### config.mk
export PLATFORM = sky130hd
export DESIGN_NAME = serial_add_sub_flat
export DESIGN_NICKNAME = d
export VERILOG_FILES = /design/src/rtl/serial_add_sub_if.sv /design/src/rtl/serial_add_sub.sv /design/src/flat_wrapper.sv
export SDC_FILE = /design/constraint.sdc
export NUM_CORES = 1
export LEC_CHECK = 0
export ABC_AREA = 1
export BUFFER_PORTS_ARGS = -buffer_cell sky130_fd_sc_hd__buf_2
export CORE_MARGIN = 10
export CORE_UTILIZATION = 25
export CTS_BUF_LIST = sky130_fd_sc_hd__clkbuf_4
export DETAILED_ROUTE_END_ITERATION = 6
export GPL_ROUTABILITY_DRIVEN = 0
export GPL_TIMING_DRIVEN = 0
export PLACE_DENSITY_LB_ADDON = 0.1
export SKIP_CTS_REPAIR_TIMING = 1
export SYNTH_ARGS = -nofsm -noshare
export SYNTH_HDL_FRONTEND = slang
export SYNTH_SLANG_ARGS = --single-unit
### constraint.sdc
create_clock -name clk -period 3.39 [get_ports clk]
set_input_delay 0.5085 -clock clk [delete_from_list [all_inputs] [get_ports clk]]
set_output_delay 0.5085 -clock clk [all_outputs]
set_load 0.005 [all_outputs]
### src/rtl/serial_add_sub_if.sv
// serial_add_sub_if: controller <-> bit-serial adder/subtractor handshake bundle.
// master = controller issuing operations, slave = the serial_add_sub datapath.
interface serial_add_sub_if #(
   parameter int WIDTH = 8
);
   logic             start;
   logic [WIDTH-1:0] a_in;
   logic [WIDTH-1:0] b_in;
   logic             mode_in;
   logic             busy;
   logic             done;
   logic [WIDTH-1:0] result;
   logic             cout;
   logic             ovf;

   modport master (
      output start, a_in, b_in, mode_in,
      input  busy, done, result, cout, ovf
   );

   modport slave (
      input  start, a_in, b_in, mode_in,
      output busy, done, result, cout, ovf
   );
endinterface

### src/rtl/serial_add_sub.sv
// serial_add_sub: bit-serial WIDTH-bit adder/subtractor, one bit per clock, LSB first.
// A 1-bit full adder slice with a registered carry walks the operands; the sum
// bits shift into the result register from the MSB side.
// Optional feature: define SERIAL_ADD_SUB_OVF_EN to build the signed overflow
// flag; without it ovf is tied to 0 and no MSB carry-in tracking exists.
module serial_add_sub #(
   parameter int WIDTH = 8
) (
   input logic            clk,
   input logic            rst,
   serial_add_sub_if.slave bus
);

   localparam int cnt_w = (WIDTH > 1) ? $clog2(WIDTH) : 1;
   localparam logic [cnt_w-1:0] last_bit = cnt_w'(WIDTH - 1);

   typedef enum logic [1:0] {
      st_idle,
      st_run,
      st_done
   } state_t;

   state_t           state_q;
   state_t           state_d;
   logic [WIDTH-1:0] a_q;
   logic [WIDTH-1:0] b_q;
   logic [WIDTH-1:0] res_q;
   logic [cnt_w-1:0] cnt_q;
   logic             mode_q;
   logic             carry_q;
   logic             cout_q;
   logic             busy_q;
   logic             done_q;

   logic             accept;
   logic             last;
   logic             b_eff;
   logic             sum_bit;
   logic             carry_next;

   // Start is honoured only outside RUN, so an active operation is never disturbed.
   assign accept = bus.start && (state_q != st_run);
   assign last   = (state_q == st_run) && (cnt_q == last_bit);

   // One full adder/subtractor slice; subtraction is A + ~B + 1 with the +1
   // coming from the carry flop preloaded with the mode bit.
   assign b_eff      = b_q[0] ^ mode_q;
   assign sum_bit    = a_q[0] ^ b_eff ^ carry_q;
   assign carry_next = (a_q[0] & b_eff) | (carry_q & (a_q[0] ^ b_eff));

   // Next-state decode for the IDLE/RUN/DONE sequencer.
   always_comb begin
      // NOTE: default assigned first so every path drives state_d and no latch is inferred.
      state_d = state_q;
      unique case (state_q)
         st_idle: if (bus.start) state_d = st_run;
         st_run:  if (last) state_d = st_done;
         st_done: state_d = bus.start ? st_run : st_idle;
         default: state_d = st_idle;
      endcase
   end

   // State register plus registered busy/done derived from the upcoming state.
   always_ff @(posedge clk or posedge rst) begin
      if (rst) begin
         state_q <= st_idle;
         busy_q  <= 1'b0;
         done_q  <= 1'b0;
      end else begin
         // NOTE: non-blocking assignments in clocked blocks so all flops update together at the edge.
         state_q <= state_d;
         busy_q  <= (state_d == st_run);
         done_q  <= (state_d == st_done);
      end
   end

   // Operand capture on accepted start, then one shift/carry step per RUN cycle.
   always_ff @(posedge clk or posedge rst) begin
      if (rst) begin
         a_q     <= '0;
         b_q     <= '0;
         mode_q  <= 1'b0;
         carry_q <= 1'b0;
         cnt_q   <= '0;
         res_q   <= '0;
         cout_q  <= 1'b0;
      end else if (accept) begin
         a_q     <= bus.a_in;
         b_q     <= bus.b_in;
         mode_q  <= bus.mode_in;
         carry_q <= bus.mode_in;
         cnt_q   <= '0;
      end else if (state_q == st_run) begin
         a_q     <= a_q >> 1;
         b_q     <= b_q >> 1;
         carry_q <= carry_next;
         cnt_q   <= cnt_q + cnt_w'(1);
         res_q   <= {sum_bit, res_q[WIDTH-1:1]};
         if (last) cout_q <= carry_next;
      end
   end

`ifdef SERIAL_ADD_SUB_OVF_EN
   logic ovf_q;

   // At the last bit carry_q is the carry into the MSB; differing from the
   // carry out of the MSB means two's-complement overflow.
   always_ff @(posedge clk or posedge rst) begin
      if (rst) begin
         ovf_q <= 1'b0;
      end else if (last) begin
         ovf_q <= carry_q ^ carry_next;
      end
   end

   assign bus.ovf = ovf_q;
`else
   assign bus.ovf = 1'b0;
`endif

   assign bus.busy   = busy_q;
   assign bus.done   = done_q;
   assign bus.result = res_q;
   assign bus.cout   = cout_q;

endmodule

### src/flat_wrapper.sv
// flat-port wrapper written by rule: the top's interface ports become plain ports
module serial_add_sub_flat 
#(
   parameter int WIDTH = 8
)
  (clk, rst, bus_start, bus_a_in, bus_b_in, bus_mode_in, bus_busy, bus_done, bus_result, bus_cout, bus_ovf);
  serial_add_sub_if #(.WIDTH(WIDTH)) bus_i ();
  input logic clk;
  input logic rst;
  input wire logic [$bits(bus_i.start)-1:0] bus_start;
  input wire logic [$bits(bus_i.a_in)-1:0] bus_a_in;
  input wire logic [$bits(bus_i.b_in)-1:0] bus_b_in;
  input wire logic [$bits(bus_i.mode_in)-1:0] bus_mode_in;
  output wire logic [$bits(bus_i.busy)-1:0] bus_busy;
  output wire logic [$bits(bus_i.done)-1:0] bus_done;
  output wire logic [$bits(bus_i.result)-1:0] bus_result;
  output wire logic [$bits(bus_i.cout)-1:0] bus_cout;
  output wire logic [$bits(bus_i.ovf)-1:0] bus_ovf;
  assign bus_i.start = bus_start;
  assign bus_i.a_in = bus_a_in;
  assign bus_i.b_in = bus_b_in;
  assign bus_i.mode_in = bus_mode_in;
  assign bus_busy = bus_i.busy;
  assign bus_done = bus_i.done;
  assign bus_result = bus_i.result;
  assign bus_cout = bus_i.cout;
  assign bus_ovf = bus_i.ovf;
  serial_add_sub #(.WIDTH(WIDTH)) u_core (.clk(clk), .rst(rst), .bus(bus_i));
endmodule
### Yosys cells after proc, flatten, opt, wreduce, memory -nomap -nowiden

Cells that the tools add are included.

* input bits: 20
* output and inout bits: 12
* register bits: 34

* equal/unequal tests: 6
* bitwise gates (word level): 7
* add/sub/neg operators: 1
* reduce and logical (&&, ||, !) cells: 6
* mux-type cells: 12

Operators with widths (number)
* two-way mux 8 bit: 4
* two-way mux 3 bit: 2
* one-hot mux 2 bit (3 select lines): 1
* == test 2 x 1 -> 1 bit (second input constant): 2
* == test 2 bit (second input constant): 2
* two-way mux 2 bit: 2
* adder 3 x 1 -> 3 bit (second input constant): 1
* == test 3 bit (second input constant): 1
* two-way mux 1 bit: 3
* AND reduction 3 bit: 1
* XOR 1 bit: 3
* AND 1 bit: 2
* logical AND 1 bit: 2
* logical NOT 2 bit: 1
* inequality test 2 x 1 -> 1 bit (second input constant): 1
* AND reduction 2 bit: 1
* nonzero test 2 bit: 1
* inverter 1 bit: 1
* OR 1 bit: 1

### Longest topological paths before layout

Gate-level depths: netlist of run 1.

* depth in word-level cells: 6
* mapped depth: 6

### Worst setup path before layout of run 1

OpenSTA, ideal clock, no wires.

* path kind: register to register
* from: register u_core.b_q[0]
* to: register u_core.res_q[7] (netlist: u_core.bus.result[7])
* path slack: 2.209 ns
* cell stages (with the launch flop): 4
* period minus slack after synthesis: 1.181 ns
* arrival time: 1.098 ns
* buffers on the path: 0
* required time: 3.307 ns
* cell sequence: dfrtp_1 -> xnor2_1 -> fa_1 -> o21ai_0

* cells in the longest elaborated chain, start to end: 3

Ends and longest elaborated chain
* from (decl): line serial_add_sub.sv:26 `logic [WIDTH-1:0] b_q;`
* from (signal assigned): line serial_add_sub.sv:89 `b_q <= bus.b_in;`
* from (signal assigned): line serial_add_sub.sv:95 `b_q <= b_q >> 1;`
* XOR 1 bit: line serial_add_sub.sv:47 `assign b_eff = b_q[0] ^ mode_q;`
* XOR 1 bit (2 in series): line serial_add_sub.sv:48 `assign sum_bit = a_q[0] ^ b_eff ^ carry_q;`
* to (signal assigned): line serial_add_sub.sv:98 `res_q <= {sum_bit, res_q[WIDTH-1:1]};`
* to (decl): line serial_add_sub.sv:27 `logic [WIDTH-1:0] res_q;`

No other way between the ends.
A chain may end at the register's enable or synchronous reset.

### Final worst setup path of run 1

* from: register u_core.res_q[7] (netlist: u_core.bus.result[7])
* to: output port bus_result[7]

RTL lines
* to (decl): line flat_wrapper.sv:16 `output wire logic [$bits(bus_i.result)-1:0] bus_result;`

No word-level cell between the ends.

==> summary.md, run 1 <==
| Metric | Value |
|---|---|
| Dpl cells | ~270 |
| Ratio of cells with drive above 1 in the final layout | 0.2476 |
| Worst-path cell chain | buf_2 |
| Vias in the first global route | around 1300 |
| CP Buf/Inv Count | 1 |
| Tightest Hold Check Type | primary input to asynchronous set/reset pin |
| Die W | 97.98 µm |
| Die H | approximately 98 µm |
| Bufs on Longest Clock Path | 2 |
| DR DRC count | 0 |
| FF+latch count, synth | 34 |
| Final wirelength | about 3.8 mm |
| Worst EP required | ~2900 ps |
| H-tree Lvls | 2 |
| Worst Setup End Kind | output pin |
| Max IR drop VDD | 0.1914 mV |
| CTS tree | yes |
| Sequential cell area fraction in the yosys report | 0.5597 |
| Worst Skew | 4.783 ps |
| Sum Neg Setup Slack | 0 ps |
| Post-Syn Nets | between 150 and 200 |
| RSZ-0062 raised after global routing | false |
| First DRT Iteration DRCs | 32 |
| Top cell family by delay on the critical path | flip-flops |
| Reg area | 850.8 µm² |
| ANT cells | 0 |
| Ys Warns | 0 |
| Final hold violations | 0 |
| Slew margin rel. | 0.5922 |
| Filler cells | between 600 and 700 |
| Pin count of the biggest net entering global routing | 22 |
| Outcome | finished, final reports clean |
| Pre-antenna DRT Iters | 4 |
| Fin crit share | 0.4166 |
| Count of pins over their slew limit | 0 |
| Critical path's slowest cell | dfrtp_1 |
| Root Driver | clkbuf_4 |
| Post-Layout Cell Count | 281 |
| Fmax | roughly 0.71 GHz |
| Area taken by multi-input logic gates | 550.5 µm² |
| Via density per instance | 4.488 |
| Fin crit period | between 1000 and 1500 ps |
| Layout Nets | around 230 |
| Global Route Usage Sum | 0.08184 |
| Max_cap viols | 0 |
| Max stage delay on crit path | approximately 430 ps |
| Clock Pin Slew Worst Setup and Hold Paths | ~110 ps |
| Core area | 0.005921 mm² |
| First-pass GRT wire length | 6.423 mm |
| WS Path Type | flip-flop to output pin |
| Layout area overhead | 21.07% |
| Yosys cell types | 16 |
| Synth Instances | between 150 and 200 |
| Die area | between 0.009 and 0.01 mm² |
| Initial core utilization | 0.2568 |
| Post-synthesis average cell area | around 9.0 µm² |
| Setup-failing EPs final | 0 |
| # IOs | 32 |
| Drt wl/cell | approximately 14 µm |
| Worst-Margin Slew | ~610 ps |
| Post-detail-place hpwl | ~2.8 mm |
| CP Launch Type | flip-flop |
| Num CTS Buffers | 5 |
| Initial antenna violation count | 0 |
| Antenna-violating nets left | 0 |
| LEAKAGE | around 0.97 nW |
| Clock Latency Late Sink | ~330 ps |
| Port-buffer cells | 29 |
| Critical path peak fanout | 3 |
| PwrDens | 813.2 mW/mm² |
| Syn Std Cell Area | 0.001520 mm² |
| Clock sink count | 34 |
| Rows | 28 |
| GRT Residual Overflow | 0 |
| DR vias | ~1300 |
| Arrival time at the worst endpoint | around 900 ps |
state kept, by name (all words and copies together), names as in the netlist:
signal	count
u_core.a_q	8
u_core.b_q	8
u_core.bus.busy	1
u_core.bus.cout	1
u_core.bus.done	1
u_core.bus.result	8
u_core.carry_q	1
u_core.cnt_q	3
u_core.mode_q	1
u_core.state_q	2
report_power, final:
| part | total [mW] | switching, mW | leakage [nW] | internal, mW |
|---|---|---|---|---|
| logic | 0.605 | 0.353 | 0.500 | 0.252 |
| registers | 0.666 | 0.0963 | 0.432 | 0.570 |
| clock network | 0.226 | 0.140 | 0.0331 | 0.0860 |
| total | 1.50 | 0.589 | 0.965 | 0.908 |
cells in the final DEF, fill, tap and decap left out:
master	count
buf_16	1
buf_2	31
buf_4	9
buf_6	1
clkbuf_4	6
clkinv_1	1
clkinv_2	1
conb_1	1
dfrtp_1	34
fa_1	1
ha_1	2
inv_1	8
nand2_1	48
nand2_2	1
nand3_1	52
nor2_1	2
nor2_4	1
o21ai_0	3
o22ai_1	2
xnor2_1	1
cells by family (layout without fill, tap and decap cells):
group | count (synthesis) | in the layout | share of synthesized area
AOI/OAI and AO/OA | 5 | 5 | 0.01810
xor gates and xnor gates | 1 | 1 | 0.005762
adders and majority gates | 3 | 3 | 0.02963
buffers and inverters | 20 | 58 | 0.07819
DFF | 34 | 34 | 0.5597
other | 1 | 1 | 0.002467
and+or+nand+nor | 104 | 104 | 0.3062
worst paths after layout:
kind / start / end / slack, ps / depth (start not counted)
worst min-delay path: rst / u_core.bus.result[1] / 230 / 2
min in group clk: bus_b_in[7] / u_core.b_q[7] / 400 / 3
worst max register to register: u_core.b_q[0] / u_core.bus.result[7] / 2090 / 3
worst min register to register: u_core.bus.result[0] / u_core.bus.result[0] / 490 / 2
max in group asynchronous: rst / u_core.b_q[4] / 2640 / 3
worst max-delay path: u_core.bus.result[7] / bus_result[7] / 1980 / 1
cells in the mapped netlist (all sizes together):
cell type / instances / area [µm²]
nand3: 52 / 260.3
nand2: 49 / 186.4
dfrtp: 34 / 850.8
buf: 12 / 88.83
inv: 8 / 30.03
nor2: 3 / 18.77
o21ai: 3 / 15.01
ha: 2 / 25.02
o22ai: 2 / 12.51
conb: 1 / 3.750
fa: 1 / 20.02
xnor2: 1 / 8.760
per-layer routing:
| metal | wire [µm] | global-route usage | part of all wire |
|---|---|---|---|
| met2 | 1829 | 0.1305 | 0.48 |
| met3 | 268 | 0.03805 | 0.070 |
| met5 | 0 | 0 | 0 |
| met1 | 1697 | 0.09357 | 0.44 |
| met4 | 34 | 0.03020 | 0.0089 |
per-stage QoR:
stage	setup slack, ps	hold slack, ps	utilization	power (mW)	instance area [µm²]
floorplan	2134	460.6	-	1.082	1520
global placement	1572	459.7	0.2971	1.271	1759
detailed placement	2102	459.7	0.3018	1.297	1787
CTS	1949	230.2	0.3109	1.528	1841
global route	1919	248.8	0.3109	1.651	1841
finish	1978	227.1	0.3109	1.497	1841
layout make-up:
| cell class | count | share of cell area |
|---|---|---|
| plain buffers | 12 | 0.04827 |
| multi-input cells | 114 | 0.2991 |
| inverters | 8 | 0.01632 |
| clock inverters | 2 | 0.004759 |
| repair buffers | 30 | 0.09381 |
| flip-flops and latches | 34 | 0.4623 |
| clock buffers | 6 | 0.02447 |
| well taps | 75 | 0.05099 |
No activity file was read; power rests on OpenSTA's default activity.
==> run 2, diff against run 1 <==
==> constraint.sdc (replaced) <==
create_clock -name clk -period 1.3 [get_ports clk]
set_input_delay 0.195 -clock clk [delete_from_list [all_inputs] [get_ports clk]]
set_output_delay 0.195 -clock clk [all_outputs]
set_load 0.005 [all_outputs]
==> run 2 against run 1 <==
Clock power increased to 2.6 times the previous value. Sequential share of layout area decreased by 0.62 points. Register-to-register slack got worse by 2000 ps. Non-clock buffer count increased by 2. Via count increased by 0.56%. Sequential power increased to 2.6 times the previous value. Largest cell class unchanged.
==> summary.md, run 2 (synthesized netlist as in run 1, its figures left out) <==
| Metric | Value |
|---|---|
| Outcome | finished, final reports clean |
| FF-to-FF setup slack | 70 ps (-2020 ps) |
| Max IR drop VDD | 0.5040 mV (+160%) |
| CP Launch Type | flip-flop |
| Worst-Margin Slew | 612.9 ps (+1.841 ps) |
| Count of pins over their slew limit | 0 (unchanged) |
| GRT Residual Overflow | 0 (unchanged) |
| Fin crit share | 0.9468 |
| Pre-antenna DRT Iters | 6 (+2) |
| Worst EP required | 1570 ps (-1310 ps) |
| PwrDens | 2120 mW/mm² (+160%) |
| First DRT Iteration DRCs | 32 (unchanged) |
| Num CTS Buffers | 5 (unchanged) |
| Tightest Hold Check Type | primary input to flip-flop |
| Port-buffer cells | 29 (unchanged) |
| Root Driver | clkbuf_4 |
| Worst-path cell chain | xnor2_2 > fa_1 > o21ai_1 |
| Layout area overhead | 22.72% |
| Die H | 97.98 µm (unchanged) |
| Clock sink count | 34 (unchanged) |
| Worst r2r dst | u_core.bus.result[7] |
| RSZ-0062 raised after global routing | false |
| Die area | 0.009600 mm² (unchanged) |
| Core area | 0.005921 mm² (unchanged) |
| First-pass GRT wire length | 6.423 mm (unchanged) |
| Arrival time at the worst endpoint | 1500 ps (+600 ps) |
| ANT cells | 0 (unchanged) |
| Worst Setup End Kind | flip-flop |
| Clock Latency Late Sink | 330 ps (about the same) |
| Most common cell after layout, fill and taps aside | nand3_1 |
| Drt wl/cell | 13.52 µm (-0.81%) |
| Bufs on Longest Clock Path | 2 (unchanged) |
| CTS tree | yes |
| LEAKAGE | 0.9791 nW (+1.4%) |
| Fin util | 0.3151 (+0.004227) |
| DR DRC count | 0 (unchanged) |
| Layout Nets | 230 (+0.88%) |
| Antenna-violating nets left | 0 (unchanged) |
| Rows | 28 (unchanged) |
| Reg-to-Reg Start | u_core.mode_q |
| Fmax | 0.8124 GHz |
| Reg2reg path depth | 3 (unchanged) |
| Ratio of cells with drive above 1 in the final layout | 0.2548 (+0.007235) |
| Hold-critical path depth | 3 |
| # IOs | 32 (unchanged) |
| Initial antenna violation count | 0 (unchanged) |
| Critical path's slowest cell | fa_1 |
| Final hold violations | 0 (unchanged) |
| Setup-failing EPs final | 0 (unchanged) |
| Max_cap viols | 0 (unchanged) |
| H-tree Lvls | 2 (unchanged) |
| Most frequent cells in the layout | nand3_1 (52), nand2_1 (48), dfrtp_1 (34) |
| Post-detail-place hpwl | 2.810 mm (unchanged) |
| Max stage delay on crit path | 430 ps (about the same) |
| Pin count of the biggest net entering global routing | 22 (unchanged) |
| WS Path Type | flip-flop to flip-flop |
| Vias in the first global route | 1299 (unchanged) |
| Total power | 3.956 mW (+160%) |
| Final wirelength | 3.827 mm (-0.10%) |
| Hold path start | bus_b_in[7] |
| Initial core utilization | 0.2568 (unchanged) |
| Hold EP | u_core.b_q[7] |
| DR vias | 1268 (+0.56%) |
| Worst Skew | 5.024 ps (+0.2402 ps) |
| Filler cells | 636 (+0.79%) |
| Die W | 97.98 µm (unchanged) |
| Clock Pin Slew Worst Setup and Hold Paths | 110 ps (about the same) |
| Fin crit period | ~1200 ps |
| Slew margin rel. | 0.5909 (-0.001228) |
| Global Route Usage Sum | 0.08184 (unchanged) |
| Critical path peak fanout | 2 (-1) |
| Via density per instance | 4.481 (-0.16%) |
run 2: worst max path at each step:
stage / cells after the start / to / start
global placement: 2 / u_core.mode_q / rst
detailed placement: 3 / u_core.bus.result[7] / u_core.b_q[0]
finish: 3 / u_core.bus.result[7] / u_core.mode_q
floorplan: 3 / u_core.bus.result[7] / u_core.b_q[0]
CTS: 3 / u_core.bus.result[7] / u_core.b_q[0]
global route: 3 / u_core.bus.result[7] / u_core.mode_q
run 2: per-stage QoR:
step	cells	cell area (µm²)	setup TNS, ps	hold slack [ps]	setup WS (ps)
finish	283	1866	0	90.04	69.14
global route	283	1866	0	80.90	0.3408
CTS	281	1841	-14.67	-83.32	-14.67
detailed placement	273	1787	0	299.3	11.94
global placement	272	1759	-6897	434.0	-204.5
floorplan	168	1520	0	336.6	119.2
run 2: layout make-up:
type                       count  area, µm²  share of cell area
timing repair buffer          32      190.2              0.1019
sequential                    34      850.8              0.4561
clock buffer                   6      45.04             0.02414
buffer                        12      88.84             0.04762
inverter                       8      30.03             0.01610
multi-input combinational    114      558.0              0.2991
clock inverter                 2      8.758            0.004695
tap                           75      93.84             0.05030
run 2: critical path, delay by kind of cell (launching register included):
| kind | cells | cell delay [ps] |
|---|---|---|
| AO/OA/AOI/OAI | 1 | 130 |
| XOR/XNOR | 1 | 180 |
| adder cells (fa/ha/maj) | 1 | 430 |
| flip-flops | 1 | 420 |
run 2: metal layers:
| metal | share of wire | global-route usage | vias to the layer above |
|---|---|---|---|
| met1 | 0.44 | 0.09357 | 603 |
| met4 | 0.0089 | 0.03020 | 0 |
| met2 | 0.48 | 0.1305 | 37 |
| li1 | - | - | 625 |
| met3 | 0.068 | 0.03805 | 3 |
| met5 | 0 | 0 | - |
run 2: where the power goes:
part | internal (mW) | total [mW] | switching, mW | leakage (nW)
combinational | 0.696 | 1.63 | 0.929 | 0.514
sequential | 1.49 | 1.74 | 0.256 | 0.432
clock | 0.224 | 0.588 | 0.364 | 0.0331
==> run 3, diff against run 2 <==
==> constraint.sdc (replaced) <==
create_clock -name clk -period 1.3 [get_ports clk]
set_input_delay 0.065 -clock clk [delete_from_list [all_inputs] [get_ports clk]]
set_output_delay 0.065 -clock clk [all_outputs]
set_load 0.005 [all_outputs]
==> run 3 against run 2 <==
The run now ends with hold timing left. Critical path depth is the same. Cell area grew 6.4%. Global-route usage is the same. Via count grew 3.9%. Final cell count grew 4.2%. Die area is the same. Critical path type unchanged. Highest routed layer unchanged.
==> summary.md, run 3 (synthesized netlist as in run 1, its figures left out) <==
| Metric | Value |
|---|---|
| Max IR drop VDD | 0.5049 mV (+0.16%) |
| CTS tree | yes |
| Design area | 0.001986 mm² (+6.4%) |
| Antenna-violating nets left | 0 (unchanged) |
| Fin crit period | 1230 ps (-0.3905 ps) |
| Seq pwr share | 0.437 (-0.003) |
| Psw | 1.560 mW (+0.68%) |
| DR vias | 1318 (+3.9%) |
| CP Launch Type | flip-flop |
| Initial antenna violation count | 0 (unchanged) |
| First-pass GRT wire length | 6.423 mm (unchanged) |
| RSZ-0062 raised after global routing | false |
| Initial core utilization | 0.2568 (unchanged) |
| Clock Latency Late Sink | 340 ps (about the same) |
| Slew margin rel. | 0.5925 (+0.001535) |
| Max_cap viols | 0 (unchanged) |
| Vias in the first global route | 1299 (unchanged) |
| Final wirelength | 3.882 mm (+1.4%) |
| Count of pins over their slew limit | 0 (unchanged) |
| Metal2 WL | 1.859 mm (+1.6%) |
| Layout Nets | 242 (+5.2%) |
| Worst-Margin Slew | 610.6 ps (-2.301 ps) |
| Core area | 0.005921 mm² (unchanged) |
| Ratio of cells with drive above 1 in the final layout | 0.2409 (-0.01390) |
| # IOs | 32 (unchanged) |
| Post-detail-place hpwl | 2.810 mm (unchanged) |
| Final hold violations | 4 (+4) |
| Die H | 97.98 µm (unchanged) |
| Outcome | complete, but fails checks |
| Worst Skew | 4.661 ps (-0.3622 ps) |
| GRT Residual Overflow | 0 (unchanged) |
| Die W | 97.98 µm (unchanged) |
| LEAKAGE | 1.029 nW (+5.1%) |
| Top layer in use | met4 |
| Combinational Power Share | 0.415 (+0.004) |
| Rows | 28 (unchanged) |
| Area taken by multi-input logic gates | 558.0 µm² (unchanged) |
| Clock sink count | 34 (unchanged) |
| Total power | 3.990 mW (+0.86%) |
| Clock Pin Slew Worst Setup and Hold Paths | 110 ps (about the same) |
| Port-buffer cells | 29 (unchanged) |
| Reg area | 850.8 µm² (unchanged) |
| Via density per instance | 4.468 (-0.28%) |
| Layout area overhead | 30.62% |
| Sw Share | 0.3909 (-0.0006976) |
| PwrDens | 2009 mW/mm² (-5.2%) |
| Critical path peak fanout | 2 (unchanged) |
| Most frequent cells in the layout | nand3_1 (52), nand2_1 (48), dfrtp_1 (34) |
| Worst Setup End Kind | flip-flop |
| Root Driver | clkbuf_4 |
| Most common cell after layout, fill and taps aside | nand3_1 |
| Filler cells | 627 (-1.4%) |
| Met3 wire length | 200 µm (-23%) |
| Pin count of the biggest net entering global routing | 22 (unchanged) |
| Drt wl/cell | 13.16 µm (-2.7%) |
| First DRT Iteration DRCs | 38 (+19%) |
| Pre-antenna DRT Iters | 6 (unchanged) |
| Tightest Hold Check Type | primary input to flip-flop |
| Bufs on Longest Clock Path | 2 (unchanged) |
| Hold_ws | -22.55 ps (-112.6 ps) |
| ANT cells | 0 (unchanged) |
| Fin crit share | 0.9465 (about the same) |
| Failing checks | hold timing |
| Worst EP required | 1570 ps (about the same) |
| Setup-failing EPs final | 0 (unchanged) |
| Arrival time at the worst endpoint | 1500 ps (about the same) |
| DR DRC count | 0 (unchanged) |
| Internal Power | 2.430 mW (+0.98%) |
| Cell Area, Placed | 0.001787 mm² (unchanged) |
| WS Path Type | flip-flop to flip-flop |
| H-tree Lvls | 2 (unchanged) |
| Num CTS Buffers | 5 (unchanged) |
| Die area | 0.009600 mm² (unchanged) |
| Clock share of power | 0.148 (about the same) |
| Metal-1 WL | 1.787 mm (+4.9%) |
| Fmax | 0.8127 GHz (about the same) |
| Global Route Usage Sum | 0.08184 (unchanged) |
-- run 3: stage by stage --
step | std cells | TNS (ps) | util | hold WS, ps | worst slack (ps)
after detailed placement | 273 | 0 | 0.3018 | 169.3 | 11.94
after global placement | 272 | -2477 | 0.2971 | 304.0 | -74.53
after floorplan | 168 | 0 | - | 206.6 | 119.2
after global routing | 295 | 0 | 0.3354 | 6.497 | 0.3408
after CTS | 281 | -14.67 | 0.3109 | -213.3 | -14.67
final | 295 | 0 | 0.3354 | -22.55 | 69.53
-- run 3: critical path, cell delays in order, from the launching register on --
cell     delay, ps
dfrtp_1        420
xnor2_2        180
fa_1           430
o21ai_1        130
-- run 3: final cells by class --
type	instances	share of cell area
clock inverter	2	0.004411
clock buffer	6	0.02268
multi-input combinational	114	0.2810
sequential	34	0.4285
buffer	12	0.04474
inverter	8	0.01512
timing repair buffer	44	0.1563
tap	75	0.04726
-- run 3: path summary, 6_finish.rpt --
kind,start,to,slack [ps],depth (start not counted)
setup / recovery,u_core.mode_q,u_core.bus.result[7],70,3
hold / removal,bus_b_in[0],u_core.b_q[0],-20,3
setup reg to reg,u_core.mode_q,u_core.bus.result[7],70,3
hold reg to reg,u_core.bus.result[0],u_core.bus.result[0],490,2
max in group asynchronous,rst,u_core.b_q[4],450,4
min in group asynchronous,rst,u_core.bus.result[1],330,3
-- run 3: routing by layer --
layer / global-route usage / vias to the layer above
met5: 0 / -
met4: 0.03020 / 0
met3: 0.03805 / 3
met2: 0.1305 / 38
met1: 0.09357 / 628
li1: - / 649
-- run 3: power by group through the flow --
stage | Combinational (mW) | Sequential, mW | Clock, mW
6_report | 1.66 | 1.74 | 0.592
5_1_grt | 1.92 | 1.80 | 0.678
4_1_cts | 1.62 | 1.74 | 0.625
3_5_place_dp | 1.62 | 1.76 | 0
3_3_place_gp | 1.56 | 1.75 | 0
2_1_floorplan | 1.09 | 1.73 | 0
